===== config.mk =====
export PLATFORM = sky130hd
export DESIGN_NAME = decode_stage_p_flat
export DESIGN_NICKNAME = d
export VERILOG_FILES = /design/src/rtl/decode_stage_p_if.sv /design/src/rtl/decode_stage_p.sv /design/src/flat_wrapper.sv
export SDC_FILE = /design/constraint.sdc
export NUM_CORES = 1
export LEC_CHECK = 0
export CAP_MARGIN = 20
export CORE_UTILIZATION = 30
export CTS_BUF_LIST = sky130_fd_sc_hd__clkbuf_16
export CTS_CLUSTER_SIZE = 16
export DETAILED_ROUTE_END_ITERATION = 10
export DONT_BUFFER_PORTS = 1
export MAX_ROUTING_LAYER = met4
export SLEW_MARGIN = 20
export SYNTH_ARGS = -nofsm -noshare
export SYNTH_HDL_FRONTEND = slang
export SYNTH_SLANG_ARGS = --single-unit

===== constraint.sdc =====
create_clock -name clk -period 5.45 [get_ports clk]
set_input_delay 1.09 -clock clk [delete_from_list [all_inputs] [get_ports clk]]
set_output_delay 1.09 -clock clk [all_outputs]
set_load 0.005 [all_outputs]

===== src/rtl/decode_stage_p_if.sv =====
// Handshake and data bundle for the decode stage: fetch-side beat, write-back port,
// flush, and the registered execute-side beat.
interface decode_stage_p_if #(
    parameter int DATA_W = 16,
    parameter int ADDR_W = 3,
    parameter int CTRL_W = 23
);
    logic              in_valid;
    logic              in_ready;
    logic [CTRL_W-1:0] ctrl_in;
    logic [ADDR_W-1:0] rsrc1;
    logic [ADDR_W-1:0] rsrc2;
    logic [ADDR_W-1:0] rdst_in;
    logic [DATA_W-1:0] in_port;

    logic              wb_en;
    logic [ADDR_W-1:0] wb_addr;
    logic [DATA_W-1:0] wb_data;

    logic              flush;

    logic              out_valid;
    logic              out_ready;
    logic [CTRL_W-1:0] ctrl_out;
    logic [DATA_W-1:0] read_data1;
    logic [DATA_W-1:0] read_data2;
    logic [ADDR_W-1:0] rdst_out;

    modport master (
        output in_valid, ctrl_in, rsrc1, rsrc2, rdst_in, in_port,
        output wb_en, wb_addr, wb_data, flush, out_ready,
        input  in_ready, out_valid, ctrl_out, read_data1, read_data2, rdst_out
    );

    modport slave (
        input  in_valid, ctrl_in, rsrc1, rsrc2, rdst_in, in_port,
        input  wb_en, wb_addr, wb_data, flush, out_ready,
        output in_ready, out_valid, ctrl_out, read_data1, read_data2, rdst_out
    );
endinterface


===== src/rtl/decode_stage_p.sv =====
// Decode stage: register file with write-through bypass, operand-1 input-port mux,
// and a valid/ready output register with stall and flush.
module decode_stage_p #(
    parameter int DATA_W     = 16,
    parameter int NUM_REGS   = 8,
    parameter int ADDR_W     = $clog2(NUM_REGS),
    parameter int CTRL_W     = 23,
    parameter int IN_SEL_BIT = 18,
    parameter int ZERO_REG   = 0
) (
    input logic            clk,
    input logic            rst,
    decode_stage_p_if.slave bus
);
    logic [DATA_W-1:0] regs [NUM_REGS];

    logic              wb_write;
    logic [DATA_W-1:0] rf1;
    logic [DATA_W-1:0] rf2;
    logic [DATA_W-1:0] op1;
    logic              ready;
    logic              accept;

    logic              valid_q;
    logic [CTRL_W-1:0] ctrl_q;
    logic [DATA_W-1:0] data1_q;
    logic [DATA_W-1:0] data2_q;
    logic [ADDR_W-1:0] rdst_q;

    // With a hardwired zero register, write-back to index 0 is dropped here so the
    // bypass path never forwards it either.
    assign wb_write = bus.wb_en && !((ZERO_REG != 0) && (bus.wb_addr == '0));

    // NOTE: the register file has a defined all-zero reset state, so every entry is
    // cleared in the async reset branch rather than left to power-up contents.
    always_ff @(posedge clk or negedge rst) begin
        if (!rst) begin
            for (int i = 0; i < NUM_REGS; i++) begin
                regs[i] <= '0;
            end
        end else if (wb_write) begin
            regs[bus.wb_addr] <= bus.wb_data;
        end
    end

    // NOTE: each output gets its default first, so no path leaves it unassigned and
    // no latch is inferred; the later ifs then override in priority order.
    always_comb begin
        rf1 = regs[bus.rsrc1];
        rf2 = regs[bus.rsrc2];
        if (wb_write && (bus.wb_addr == bus.rsrc1)) rf1 = bus.wb_data;
        if (wb_write && (bus.wb_addr == bus.rsrc2)) rf2 = bus.wb_data;
        if ((ZERO_REG != 0) && (bus.rsrc1 == '0)) rf1 = '0;
        if ((ZERO_REG != 0) && (bus.rsrc2 == '0)) rf2 = '0;
        op1 = bus.ctrl_in[IN_SEL_BIT] ? bus.in_port : rf1;
    end

    // Flush forces ready so the incoming beat is swallowed rather than left pending.
    assign ready  = !valid_q || bus.out_ready || bus.flush;
    assign accept = bus.in_valid && ready && !bus.flush;

    // NOTE: sequential state uses non-blocking assignments so every register samples
    // pre-edge values regardless of statement order.
    always_ff @(posedge clk or negedge rst) begin
        if (!rst) begin
            valid_q <= 1'b0;
            ctrl_q  <= '0;
            data1_q <= '0;
            data2_q <= '0;
            rdst_q  <= '0;
        end else if (bus.flush) begin
            valid_q <= 1'b0;
        end else if (accept) begin
            valid_q <= 1'b1;
            ctrl_q  <= bus.ctrl_in;
            data1_q <= op1;
            data2_q <= rf2;
            rdst_q  <= bus.rdst_in;
        end else if (valid_q && bus.out_ready) begin
            valid_q <= 1'b0;
        end
    end

    assign bus.in_ready   = ready;
    assign bus.out_valid  = valid_q;
    assign bus.ctrl_out   = ctrl_q;
    assign bus.read_data1 = data1_q;
    assign bus.read_data2 = data2_q;
    assign bus.rdst_out   = rdst_q;
endmodule


===== src/flat_wrapper.sv =====
// flat-port wrapper written by rule: the top's interface ports become plain ports
module decode_stage_p_flat 
#(
    parameter int DATA_W     = 16,
    parameter int NUM_REGS   = 8,
    parameter int ADDR_W     = $clog2(NUM_REGS),
    parameter int CTRL_W     = 23,
    parameter int IN_SEL_BIT = 18,
    parameter int ZERO_REG   = 0
)
  (clk, rst, bus_in_valid, bus_ctrl_in, bus_rsrc1, bus_rsrc2, bus_rdst_in, bus_in_port, bus_wb_en, bus_wb_addr, bus_wb_data, bus_flush, bus_out_ready, bus_in_ready, bus_out_valid, bus_ctrl_out, bus_read_data1, bus_read_data2, bus_rdst_out);
  decode_stage_p_if #(.DATA_W(DATA_W), .ADDR_W(ADDR_W), .CTRL_W(CTRL_W)) bus_i ();
  input logic clk;
  input logic rst;
  input wire logic [$bits(bus_i.in_valid)-1:0] bus_in_valid;
  input wire logic [$bits(bus_i.ctrl_in)-1:0] bus_ctrl_in;
  input wire logic [$bits(bus_i.rsrc1)-1:0] bus_rsrc1;
  input wire logic [$bits(bus_i.rsrc2)-1:0] bus_rsrc2;
  input wire logic [$bits(bus_i.rdst_in)-1:0] bus_rdst_in;
  input wire logic [$bits(bus_i.in_port)-1:0] bus_in_port;
  input wire logic [$bits(bus_i.wb_en)-1:0] bus_wb_en;
  input wire logic [$bits(bus_i.wb_addr)-1:0] bus_wb_addr;
  input wire logic [$bits(bus_i.wb_data)-1:0] bus_wb_data;
  input wire logic [$bits(bus_i.flush)-1:0] bus_flush;
  input wire logic [$bits(bus_i.out_ready)-1:0] bus_out_ready;
  output wire logic [$bits(bus_i.in_ready)-1:0] bus_in_ready;
  output wire logic [$bits(bus_i.out_valid)-1:0] bus_out_valid;
  output wire logic [$bits(bus_i.ctrl_out)-1:0] bus_ctrl_out;
  output wire logic [$bits(bus_i.read_data1)-1:0] bus_read_data1;
  output wire logic [$bits(bus_i.read_data2)-1:0] bus_read_data2;
  output wire logic [$bits(bus_i.rdst_out)-1:0] bus_rdst_out;
  assign bus_i.in_valid = bus_in_valid;
  assign bus_i.ctrl_in = bus_ctrl_in;
  assign bus_i.rsrc1 = bus_rsrc1;
  assign bus_i.rsrc2 = bus_rsrc2;
  assign bus_i.rdst_in = bus_rdst_in;
  assign bus_i.in_port = bus_in_port;
  assign bus_i.wb_en = bus_wb_en;
  assign bus_i.wb_addr = bus_wb_addr;
  assign bus_i.wb_data = bus_wb_data;
  assign bus_i.flush = bus_flush;
  assign bus_i.out_ready = bus_out_ready;
  assign bus_in_ready = bus_i.in_ready;
  assign bus_out_valid = bus_i.out_valid;
  assign bus_ctrl_out = bus_i.ctrl_out;
  assign bus_read_data1 = bus_i.read_data1;
  assign bus_read_data2 = bus_i.read_data2;
  assign bus_rdst_out = bus_i.rdst_out;
  decode_stage_p #(.DATA_W(DATA_W), .NUM_REGS(NUM_REGS), .ADDR_W(ADDR_W), .CTRL_W(CTRL_W), .IN_SEL_BIT(IN_SEL_BIT), .ZERO_REG(ZERO_REG)) u_core (.clk(clk), .rst(rst), .bus(bus_i));
endmodule

== Yosys cells after proc, flatten, opt, wreduce, memory -nomap -nowiden ==
Index checks and enable logic that the tools add are counted.
Operators by class
  $lt $le $gt $ge: 4
  equal/unequal tests: 2
  multiplexer cells: 15
  bitwise logic cells: 4
  reductions and logical operators: 12
Operators by type and width (count)
  $bwmux W128: 1
  $mux W16: 8
  $bmux W16 S3: 2
  $demux W16 S3: 1
  $ge A4 B4 Y1 const B: 3
  $not A3 Y4: 3
  $eq A3 B3 Y1: 2
  $logic_and A1 B1 Y1: 6
  $lt A4 B1 Y1 const B: 1
  $mux W1: 3
  $reduce_bool A3 Y1: 1
  $logic_not A1 Y1: 2
  $logic_or A1 B1 Y1: 2
  $reduce_and A2 Y1: 1
  $not A1 Y1: 1
Storage, ports and cells
  register bits after elaboration: 187
  bits of input ports: 73
  output and inout port bits: 60
  logic and storage cells: 50

== Logic depth before layout (Yosys ltp) ==
  depth after elaboration: 7
  mapped depth: 8
  gate-level depth less buffers: 4

== Worst setup path after synthesis ==
OpenSTA, ideal clock, no wires.
  path type: in2out
  from: input bus_out_ready
  to: output bus_in_ready
  arrival time: 1.691 ns
  required time: 4.360 ns
  path slack: 2.669 ns
  stages: 4
  path buffers: 2
  cells stage by stage: nor2b_1 buf_2 clkbuf_1 nand2b_1
On the way
  longest elaborated chain between the ends: 2
RTL lines
  from (decl): RTL line flat_wrapper.sv:25  | input wire logic [$bits(bus_i.out_ready)-1:0] bus_out_ready;
  $logic_or A1 B1 Y1 (2 in series): RTL line decode_stage_p.sv:59  | assign ready = !valid_q || bus.out_ready || bus.flush;
  to (decl): RTL line flat_wrapper.sv:26  | output wire logic [$bits(bus_i.in_ready)-1:0] bus_in_ready;
No other way between the ends.

== Worst setup path in the final report ==
  from: input bus_flush
  to: register u_core.data1_q[2] (netlist: u_core.bus.read_data1[2])
On the way
  longest elaborated chain between the ends: 4
  elaborated cells on any way between the ends: 6
  classes of those cells: 1 x bitwise; 5 x reduce/logical
RTL lines
  from (decl): RTL line flat_wrapper.sv:24  | input wire logic [$bits(bus_i.flush)-1:0] bus_flush;
  $logic_or A1 B1 Y1: RTL line decode_stage_p.sv:59
  $logic_and A1 B1 Y1 (2 in series): RTL line decode_stage_p.sv:60  | assign accept = bus.in_valid && ready && !bus.flush;
  $reduce_and A2 Y1 (no line) (*)
  to (signal assigned): RTL line decode_stage_p.sv:76  | data1_q <= op1;
  to (decl): RTL line decode_stage_p.sv:26  | logic [DATA_W-1:0] data1_q;
Every way passes the cells marked *; elsewhere a longest branch is shown, timed or not.
A chain may end at the register's enable or synchronous reset.

==> results.py <==
metrics = {
    "sta": {
        "layout_min_cycle_time_ns": 2.91,
        "fin_tns_setup_ns": 0,
        "fmax_ghz": 0.344,
        "holdWs_ns": 0.347,
        "worst_slew_pin_slew_ns": 1.04,
        "slew_violations": 0,
        "rsz0062_at_grt": "false",
        "fin_crit_sh": 0.534,
        "fin_skew_ns": 0.0124,
        "slew_headroom": 0.306,
        "finalSetupViolations": 0,
        "hold_viol_final": 0,
    },
    "global_route": {
        "grt-ovfl-total": 0,
        "grt_max_degree": 188,
        "use_met1": 0.208,
        "gr-usage-all-layers": 0.170,
        "use_met2": 0.264,
        "busiest_layer": "met2",
        "antenna_found_initial": 1,
        "grt_pass1_wl_mm": 38.1,
        "met3_usage": 0.0665,
        "grt_pass1_vias": 5882,
    },
    "layout": {
        "nNetsFinal": 745,
        "n_fill_cell": 3028,
        "drive_gt1_frac": 0.269,
        "stdcell_area_mm2": 0.0102,
        "area_growth_syn_to_layout_pct": 8.82,
        "final_cells": 1081,
    },
    "yosys": {
        "netlist_top_cells_area": "dfrtp_1 50%, mux4_2 15%, mux2_2 8.4%",
        "ys.flop_type": "dfrtp_1",
        "yosysWarnings": 0,
        "ys_types": 32,
        "synth_common_cells": "187 x dfrtp_1, 108 x nand2_1, 70 x mux2_2",
        "synth_nets": 784,
        "syn_area_per_cell_um2": 13.2,
        "synth_seq_cells": 187,
        "synth-async-reset-ratio": 1.00,
        "yosysSeqAreaShare": 0.500,
        "synth_area_leader_cell": "dfrtp_1",
        "synth_area_mm2": 0.00936,
        "netlist_instances": 711,
        "synth_top_area_frac": 0.500,
        "synth_most_common_cell": "dfrtp_1",
        "synth_edf_count": 0,
    },
    "die": {
        "die_x_um": 179,
        "coreArea_mm2": 0.0307,
        "die_h_um": 179,
        "start_util": 0.305,
        "core.rowCount": 64,
        "top_level_ports": 133,
        "die_area_mm2": 0.0319,
    },
    "route": {
        "wl_per_cell_um": 23.3,
        "vias": 5799,
        "drt_wl_total_mm": 25.2,
        "drtIter0Drc": 415,
        "dr.pass1.iters": 5,
        "vias_per_cell": 5.36,
        "drc": 0,
        "drtAntennaViolNets": 0,
    },
    "min_path": {
        "hp-class": "input pin to asynchronous set/reset pin",
    },
    "worst_setup_path": {
        "crit_top_cell": "buf_4",
        "endpoint_kind": "flip-flop",
        "max_stage_delay_ns": 0.76,
        "crit_chain": "nand2b_1 -> buf_4 -> or2_2 -> buf_4 -> nor3b_4 -> a221oi_1",
        "critPathRequiredTime_ns": 5.70,
        "critPathTopFamily": "simple AND/OR/NAND/NOR gates",
        "crit_path_start_kind": "input pin",
        "path_max_fanout": 45,
        "worstSetupPathType": "input pin to flip-flop",
        "crit_arrival_ns": 3.16,
        "cpMaxStageDelayCell": "nor3b_4",
        "critPathBufInv": 2,
    },
    "clocking": {
        "cts_setup_buffers": 0,
        "clockRootBuffer": "clkbuf_16",
        "clk-insertion-delay-late_ns": 0.43,
        "ctsLongestPathBuffers": 2,
        "numClockSinks": 187,
        "cts_buffers": 17,
        "htreeDepth": 4,
        "holdBufCountCts": 0,
        "cts_tree": "done",
        "clkSlewWorstSetupHoldPaths_ns": 0.07,
        "ctsResizeCount": 0,
    },
    "placed_design": {
        "io_buffers": 0,
        "place_area_mm2": 0.00962,
        "dpl.hpwl_mm": 16.3,
        "globalplace.congestion": 0.726,
        "dp.cells": 1049,
    },
    "power_and_ir_drop": {
        "powerDensity_mw_per_mm2": 371,
        "irDropWorstVdd_uv": 279,
        "p_leak_uw": 0.00422,
    },
    "run_status": {
        "status": "completed",
    },
    "run": {
        "drv_cap": 0,
    },
}
==> sequential cells by signal, indices dropped and copies added, names as in the netlist <==
signal / cells
u_core.regs: 128
u_core.bus.out_valid: 1
u_core.bus.ctrl_out: 23
u_core.bus.read_data2: 16
u_core.bus.read_data1: 16
u_core.bus.rdst_out: 3
==> kinds of logic after synthesis <==
kind of cell / synth area share
multiplexers: 0.325
AO/OA/AOI/OAI: 0.0544
AND/OR/NAND/NOR: 0.0785
buffers and inverters: 0.0364
flip-flops: 0.500
XOR/XNOR: 0.00561
==> cells in the final DEF (no fill, tap or decap), types with 2 or more instances in the layout <==
| cell | instances |
|---|---|
| dfrtp_1 | 187 |
| nand2_1 | 108 |
| mux2_2 | 70 |
| mux4_2 | 64 |
| mux2_1 | 58 |
| o21ai_0 | 40 |
| clkbuf_16 | 17 |
| a221o_1 | 16 |
| mux2i_1 | 16 |
| nor3_1 | 14 |
| nor2_1 | 13 |
| buf_4 | 11 |
| a211oi_1 | 9 |
| a221oi_1 | 7 |
| xnor2_1 | 6 |
| inv_6 | 6 |
| inv_1 | 5 |
| and2_1 | 4 |
| nor2b_1 | 4 |
| a21oi_1 | 4 |
| nand2b_1 | 3 |
| nand4_1 | 3 |
| nand4b_1 | 3 |
| nor3b_2 | 2 |
| nor3_2 | 2 |
| clkinv_2 | 2 |
| inv_8 | 2 |
==> report_power, final <==
group / internal (µW) / leakage, µW / switching (µW) / total [µW]
Clock: 641 / 0.000280 / 585 / 1230
Sequential: 1680 / 0.00227 / 243 / 1920
Combinational: 420 / 0.00167 / 214 / 633
Total: 2740 / 0.00422 / 1040 / 3780
==> metal layers <==
layer	wire length, µm	up-vias
li1	-	2530
met1	10600	3032
met2	11900	216
met3	2330	21
met4	409	0
met5	0	-
==> through the flow <==
step	util	total power, µW	setup slack, ns
global route	0.332	3980	2.46
detailed placement	0.314	2590	2.13
floorplan	-	2430	2.67
finish	0.332	3780	2.54
global placement	0.314	2560	2.18
CTS	0.332	3820	2.59
==> layout make-up <==
type                            instances  area [µm²]  area share
Antenna cell                            1        2.50    0.000246
Clock buffer                           17         425      0.0418
Clock inverter                         14         135      0.0133
Inverter                                4        15.0     0.00147
Multi-Input combinational cell        451        4350       0.427
Sequential cell                       187        4680       0.459
Tap cell                              396         495      0.0486
Timing Repair Buffer                   11        82.6     0.00811
==> final timing paths <==
kind / slack (ns) / start / depth (start not counted) / to
setup / recovery: 2.54 / bus_flush / 6 / u_core.bus.read_data1[2]$_DFFE_PN0P_
hold / removal: 0.35 / rst / 0 / u_core.regs[18]$_DFFE_PN0P_
setup reg to reg: 2.74 / u_core.bus.out_valid$_DFFE_PN0P_ / 6 / u_core.bus.read_data1[2]$_DFFE_PN0P_
hold reg to reg: 0.50 / u_core.bus.ctrl_out[9]$_DFFE_PN0P_ / 2 / u_core.bus.ctrl_out[9]$_DFFE_PN0P_
max in group asynchronous: 4.89 / rst / 0 / u_core.bus.ctrl_out[13]$_DFFE_PN0P_
min in group clk: 0.50 / u_core.bus.ctrl_out[9]$_DFFE_PN0P_ / 2 / u_core.bus.ctrl_out[9]$_DFFE_PN0P_
Note: power is estimated with default switching activity, not from simulation.
